File: src/rtl/sim_pkg.sv
// Shared types for the simulation monitor: FSM states, end-cause codes
// and the width of the CPU reset-hold counter.
package sim_pkg;

    typedef enum logic [1:0] {
        RST_HOLD = 2'd0,
        RUN      = 2'd1,
        HALTED   = 2'd2
    } state_t;

    typedef enum logic [1:0] {
        ST_NONE    = 2'd0,
        ST_TRAP    = 2'd1,
        ST_TIMEOUT = 2'd2,
        ST_HANG    = 2'd3
    } status_t;

    // RST_CYCLES is at most 255
    localparam int HOLD_W = 8;

endpackage

File: src/rtl/sim_sat_cnt.sv
// Saturating up-counter with synchronous clear; sticks at all-ones.
module sim_sat_cnt #(
    parameter int W = 8
) (
    input  logic         clk,
    input  logic         rst,
    input  logic         clr,
    input  logic         inc,
    output logic [W-1:0] q
);

    always_ff @(posedge clk or posedge rst) begin
        if (rst)
            q <= '0;
        else if (clr)
            q <= '0;
        else if (inc && (q != '1))
            q <= q + W'(1);
    end

endmodule

File: src/rtl/sim_monitor.sv
// Testbench-side CPU monitor: holds the core in reset, counts cycles and
// retires, and latches the end cause (trap, timeout or hang).
module sim_monitor
    import sim_pkg::*;
#(
    parameter int XLEN           = 32,
    parameter int CNT_W          = 64,
    parameter int RST_CYCLES     = 8,
    parameter int TIMEOUT_CYCLES = 100000,
    parameter int STALL_LIMIT    = 1024
) (
    input  logic             clk,
    input  logic             rst,
    output logic             cpu_rst,
    input  logic             retire,
    input  logic             halt,
    input  logic [XLEN-1:0]  halt_code,
    output logic             done,
    output logic             pass,
    output logic [1:0]       status,
    output logic [XLEN-1:0]  exit_code,
    output logic [CNT_W-1:0] cycle_cnt,
    output logic [CNT_W-1:0] instret_cnt
);

    localparam int SW = $clog2(STALL_LIMIT) + 1;

    state_t            state;
    logic [HOLD_W-1:0] hold_cnt;
    logic [SW-1:0]     stall_cnt;
    logic              run;
    logic              timeout_hit;
    logic              hang_hit;

    assign run         = (state == RUN);
    assign timeout_hit = (cycle_cnt == CNT_W'(TIMEOUT_CYCLES - 1));
    assign hang_hit    = !retire && (stall_cnt == SW'(STALL_LIMIT - 1));

    // Counters advance in every RUN cycle, including the one that ends the run
    sim_sat_cnt #(.W(CNT_W)) u_cycle (
        .clk(clk), .rst(rst), .clr(1'b0), .inc(run), .q(cycle_cnt)
    );

    sim_sat_cnt #(.W(CNT_W)) u_instret (
        .clk(clk), .rst(rst), .clr(1'b0), .inc(run && retire), .q(instret_cnt)
    );

    sim_sat_cnt #(.W(SW)) u_stall (
        .clk(clk), .rst(rst), .clr(run && retire), .inc(run && !retire), .q(stall_cnt)
    );

    always_ff @(posedge clk or posedge rst) begin
        if (rst) begin
            state     <= RST_HOLD;
            cpu_rst   <= 1'b1;
            hold_cnt  <= '0;
            done      <= 1'b0;
            pass      <= 1'b0;
            status    <= ST_NONE;
            exit_code <= '0;
        end else begin
            case (state)
                RST_HOLD: begin
                    if (hold_cnt == HOLD_W'(RST_CYCLES - 1)) begin
                        state   <= RUN;
                        cpu_rst <= 1'b0;
                    end else begin
                        hold_cnt <= hold_cnt + HOLD_W'(1);
                    end
                end
                RUN: begin
                    // Priority: trap, then timeout, then hang
                    if (halt) begin
                        state     <= HALTED;
                        cpu_rst   <= 1'b1;
                        done      <= 1'b1;
                        status    <= ST_TRAP;
                        exit_code <= halt_code;
                        pass      <= (halt_code == '0);
                    end else if (timeout_hit) begin
                        state   <= HALTED;
                        cpu_rst <= 1'b1;
                        done    <= 1'b1;
                        status  <= ST_TIMEOUT;
                    end else if (hang_hit) begin
                        state   <= HALTED;
                        cpu_rst <= 1'b1;
                        done    <= 1'b1;
                        status  <= ST_HANG;
                    end
                end
                HALTED: ;
                default: begin
                    state   <= RST_HOLD;
                    cpu_rst <= 1'b1;
                end
            endcase
        end
    end

endmodule
File: config.mk
export PLATFORM = sky130hd
export DESIGN_NAME = sim_monitor
export DESIGN_NICKNAME = d
export VERILOG_FILES = /design/src/rtl/sim_pkg.sv /design/src/rtl/sim_sat_cnt.sv /design/src/rtl/sim_monitor.sv
export SDC_FILE = /design/constraint.sdc
export NUM_CORES = 1
export LEC_CHECK = 0
export BUFFER_PORTS_ARGS = -buffer_cell sky130_fd_sc_hd__buf_4
export CAP_MARGIN = 25
export CORE_MARGIN = 4
export CORE_UTILIZATION = 59
export CTS_BUF_LIST = sky130_fd_sc_hd__clkbuf_16
export CTS_CLUSTER_DIAMETER = 200
export DETAILED_ROUTE_END_ITERATION = 10
export PLACE_DENSITY = 0.89
export SETUP_SLACK_MARGIN = 0.02
export SLEW_MARGIN = 15
export SYNTH_ARGS = -nofsm -noshare
export SYNTH_HDL_FRONTEND = slang
export SYNTH_SLANG_ARGS = --single-unit
File: constraint.sdc
create_clock -name clk -period 9.2 [get_ports clk]
set_input_delay 0.46 -clock clk [delete_from_list [all_inputs] [get_ports clk]]
set_output_delay 0.46 -clock clk [all_outputs]
set_load 0.1 [all_outputs]
# Word-level counts from Yosys, hierarchy flattened
# Cells that the tools add are included.
# Widths: inputs -> output; s select.
[totals]
inputBits = 36
word_cells = 56
ff_bits = 186
out_inout_bits = 165
[op_classes]
mux = 15
bitwise_logic = 2
reduce_logical = 15
n_eq_ne = 10
addsub = 4
[op_table]
columns = ["operator", "n"]
rows = [
  ["$add 64x1->64 const B", 2],
  ["$ne 64x64->1 const B", 2],
  ["$eq 64x17->1 const B", 1],
  ["$logic_not 32->1", 1],
  ["$mux 11", 2],
  ["$mux 2", 7],
  ["$add 11x1->11 const B", 1],
  ["$eq 11x10->1 const B", 1],
  ["$ne 11x11->1 const B", 1],
  ["$add 8x1->8 const B", 1],
  ["$eq 8x3->1 const B", 1],
  ["$logic_and 1x1->1", 6],
  ["$pmux 2 s3", 1],
  ["$reduce_and 2->1", 3],
  ["$mux 1", 4],
  ["$ne 4x2->1 const B", 1],
  ["$pmux 1 s3", 1],
  ["$reduce_and 3->1", 1],
  ["$reduce_bool 3->1", 1],
  ["$eq 2x1->1 const B", 1],
  ["$eq 2x2->1 const B", 1],
  ["$logic_not 2->1", 1],
  ["$ne 2x2->1 const B", 1],
  ["$not 1->1", 2],
  ["2 further kinds", 2],
]

# Logic depth before layout (Yosys ltp)
[depth]
ltp_word = 6
depth_mapped = 9
depth_no_buf = 7

# Hierarchy
# From an unflattened synthesis, not the netlist that was laid out.
[hier_totals]
cells_unflattened = 1066
hier_area_um2 = 10338.7
[modules_own_cells]
columns = ["mod", "seq_area_each_um2", "area_per_inst_um2", "cells_per_inst", "instances"]
rows = [
  ["sim_sat_cnt at u_cycle ...", 1601.5, 3682.3, 405, 2],
  ["sim_monitor", 1177.4, 2230.9, 179, 1],
  ["sim_sat_cnt at u_stall", 275.3, 743.2, 77, 1],
]

# Least setup slack after synthesis
# OpenSTA, ideal clock, no wires.
[synth_path]
path_type = "reg-to-reg"
startpoint = "register u_instret.q[0]"
endpoint = "register u_instret.q[1]"
setup_ps = 126
n_path_buf = 2
required_ps = 9074
path_stages_with_launch = 9
synth_period_minus_slack_ps = 3209
setup_slack_ps = 5991
t_arrival_ps = 3083
path_cell_list = "dfrtp_1 > ha_1 > nand3_1 > or3_1 > buf_2 > or3_1 > o21ai_1 > buf_2 > mux2_2"
[synth_between]
elab_chain_cells = 2
word_cells_on_any_way = 3
cone_classes = "add/sub: 1; eq/ne: 1; reduce/logical: 1"
[synth_lines]
columns = ["element", "line_no", "rtl"]
rows = [
  ["from (decl)", "sim_sat_cnt.sv:9", "output logic [W-1:0] q"],
  ["from (signal assigned)", "sim_sat_cnt.sv:18", "q <= q + W'(1);"],
  ["branches (longest 2 deep; another with $add 64x1->64)", "-", ""],
]
# Parallel ways; which one is timed is not known.
# A chain may end at the register's enable or synchronous reset.

# Final worst setup path
[layout_path]
startpoint = "register u_instret.q[0]"
endpoint = "register u_instret.q[54]"
# Same word-level chain as after synthesis.

==> results_dict.tcl <==
set metrics [dict create \
    status "finished, final reports clean" \
    seq_area_frac_synth 0.519 \
    drtIter0Drc 767 \
    critical_path_class "reg -> reg" \
    postSynth.asyncResetShare 1.00 \
    power.leakage_nw 5.48 \
    clock_latency_ns 0.42 \
    synth_common_cells "dfrtp_1, xnor2_1, xor2_1" \
    cp.required_ns 9.54 \
    timing.rr.end "u_instret.q[54]$_DFFE_PP0P_" \
    synth_most_common_cell "dfrtp_1" \
    netlist_area_sq_mm 0.00897 \
    synth_edf_count 0 \
    tns_ns 0 \
    finalCriticalPeriod_ns 2.88 \
    vias 7682 \
    gp_congestion 0.950 \
    cp.arrival_ns 3.23 \
    path_clk_slew_ns 0.07 \
    synthTopCellsByArea "dfrtp_1, xnor2_1, xor2_1" \
    drtAntennaViolNets 0 \
    die_h_um 131 \
    synth_nets 880 \
    critPathLaunchType "register" \
    fin_skew_ns 0.00830 \
    dp.cells 1213 \
    crit_chain "ha_1 -> nand3_1 -> or3_1 -> nor4_1 -> nand3_1 -> nor4b_1 -> xor2_1" \
    num_io_pins 201 \
    worst_pin_slew_ns 0.963 \
    antenna_found_initial 0 \
    rsz0062_at_grt "false" \
    synth_cell_type_count 52 \
    die_area_sq_mm 0.0172 \
    drv_slew 0 \
    numCtsBuffers 17 \
    nets 1091 \
    maxCapViolations 0 \
    power_frac_clock 0.440 \
    clock_path_buffers 2 \
    power.density_mw_per_mm2 136 \
    cts-htree-levels 4 \
    yosysTopAreaCell "dfrtp_1" \
    synthCells 840 \
    hp-class "in -> reg" \
    portBuffers 200 \
    slowest_stage "or3_1" \
    wl_per_cell_um 19.1 \
    layout-drive-gt1-share 0.276 \
    initial_core_util 0.610 \
    grt_pass1_wl_um 38800 \
    crit_end "u_instret.q[54]$_DFFE_PP0P_" \
    yosys_warnings 0 \
    swShare 0.216 \
    drc_errors 0 \
    die_x_um 131 \
    syn2layout_area_growth_pct 25.8 \
    syn_avg_cell_area_sq_um 10.7 \
    rr_worst_depth 7 \
    antenna_cells 0 \
    ir_drop_mv 0.142 \
    gr-total-overflow 0 \
    synth_top_flop_cell "dfrtp_1" \
    power_frac_comb 0.026 \
    pwr-share-seq 0.535 \
    row_count 44 \
    setup_viol 0 \
    grt_pass1_vias 7549 \
    cts_setup_buffers 0 \
    ys_ff_latch 186 \
    instances_no_fill 1248 \
    path_max_fanout 8 \
    fin_crit_sh 0.313 \
    grt_max_degree 113 \
    clock-sinks 186 \
    r2r_start "u_instret.q[0]$_DFFE_PP0P_" \
    holdCritStartpoint "halt_code[15]" \
    vias_per_cell 6.16 \
    cts-root-buf "clkbuf_16" \
    crit_path_frequent_cell "nand3_1" \
    core_area_sq_mm 0.0147 \
    ff2ff_setup_slack_ns 6.32 \
    hold_viol 0 \
    end_kind "register" \
    p_int_mw 1.20 \
    slew_headroom 0.353 \
    track_usage 0.272 \
    max_stage_delay_ns 0.52 \
    dp_hpwl_um 16800 \
    switching_power_mw 0.331 \
    post_cts_resized 0 \
    fmax_ghz 0.347 \
    startpoint "u_instret.q[0]$_DFFE_PP0P_" \
    firstDrtPassIters 5 \
    yosysTopAreaCellShare 0.516 \
    cts_tree "done" \
    wl_um 23900 \
]
[how the worst min path moves through the flow]
stage | end | slack, ns | depth (start not counted)
3_5_place_dp | hold_cnt[7]$_DFFE_PP0P_ | 0.47 | 1
4_1_cts | exit_code[15]$_DFFE_PP0P_ | 0.27 | 2
2_1_floorplan | hold_cnt[7]$_DFFE_PP0P_ | 0.45 | 1
3_3_place_gp | hold_cnt[7]$_DFFE_PP0P_ | 0.46 | 1
6_report | exit_code[15]$_DFFE_PP0P_ | 0.28 | 2
5_1_grt | exit_code[4]$_DFFE_PP0P_ | 0.27 | 2
[layer usage]
layer	track usage	wire, um	share of wire	vias up
li1	-	-	-	3457
met4	0.0939	606	0.025	0
met2	0.447	11900	0.50	442
met3	0.0635	2070	0.086	68
met1	0.359	9340	0.39	3715
met5	0	0	0	-
[flip-flops by register name (all words and copies together) (netlist names)]
name	flops
u_cycle.q	64
done	1
u_stall.q	11
u_instret.q	64
exit_code	32
state	2
cpu_rst	1
status	2
hold_cnt	8
pass	1
[final cells by class]
class / count / area, sq um
Clock buffer: 17 / 425
Clock inverter: 15 / 111
Fill cell: 1012 / 3420
Inverter: 14 / 57.6
Multi-Input combinational cell: 624 / 4200
Sequential cell: 186 / 4660
Tap cell: 184 / 230
Timing Repair Buffer: 208 / 1600
[power groups by stage]
stage	clock network, mW	registers, mW	logic [mW]
after global routing	0.718	0.818	0.0438
after detailed placement	0	0.834	0.0369
final	0.673	0.818	0.0390
after CTS	0.682	0.818	0.0367
after floorplan	0	0.837	0.0133
after global placement	0	0.834	0.0362
[critical path: cells and delay by family (launching register included)]
kind	cells	cell delay [ns]
XOR/XNOR	1	0.17
adder cells (fa/ha/maj)	1	0.20
flip-flops	1	0.43
AND/OR/NAND/NOR	5	2.00
[cell families (layout without fill, tap and decap cells)]
logic type,Yosys count,after routing,share of synthesized area
compound gates,21,21,0.0162
xor+xnor,138,138,0.135
fa+ha+maj,4,4,0.00558
buf+inv,30,254,0.0135
flops,186,186,0.519
mux,35,35,0.0439
simple gates,426,426,0.267
[cell usage in the layout (no fill, tap or decap), types with 15 or more instances in the layout]
cell type and n:
xor2_1 67, xnor2_1 71, nor4_1 42, and3_1 24
buf_4 205, mux2_2 34, clkbuf_16 17, nand2_1 64
nand3_1 64, nor2_1 59, nor3_1 40, inv_1 15
nand4_1 56, dfrtp_1 185
[per-stage QoR]
| stage | util | hold WS [ns] | cell area (sq um) | total power, mW | setup slack (ns) |
|---|---|---|---|---|---|
| 2_1_floorplan | - | 0.447 | 8970 | 0.851 | 3.68 |
| 3_3_place_gp | 0.727 | 0.463 | 10700 | 0.870 | 6.57 |
| 3_5_place_dp | 0.727 | 0.473 | 10700 | 0.871 | 6.48 |
| 4_1_cts | 0.763 | 0.271 | 11200 | 1.54 | 6.38 |
| 5_1_grt | 0.767 | 0.270 | 11300 | 1.58 | 6.09 |
| 6_report | 0.767 | 0.282 | 11300 | 1.53 | 6.32 |
[repair_timing]
action,CTS,global route
hold buffers,0,1
endpoints found under the hold margin,0,23
setup endpoints to repair,0,0
Power figures use the tool's default switching activity.
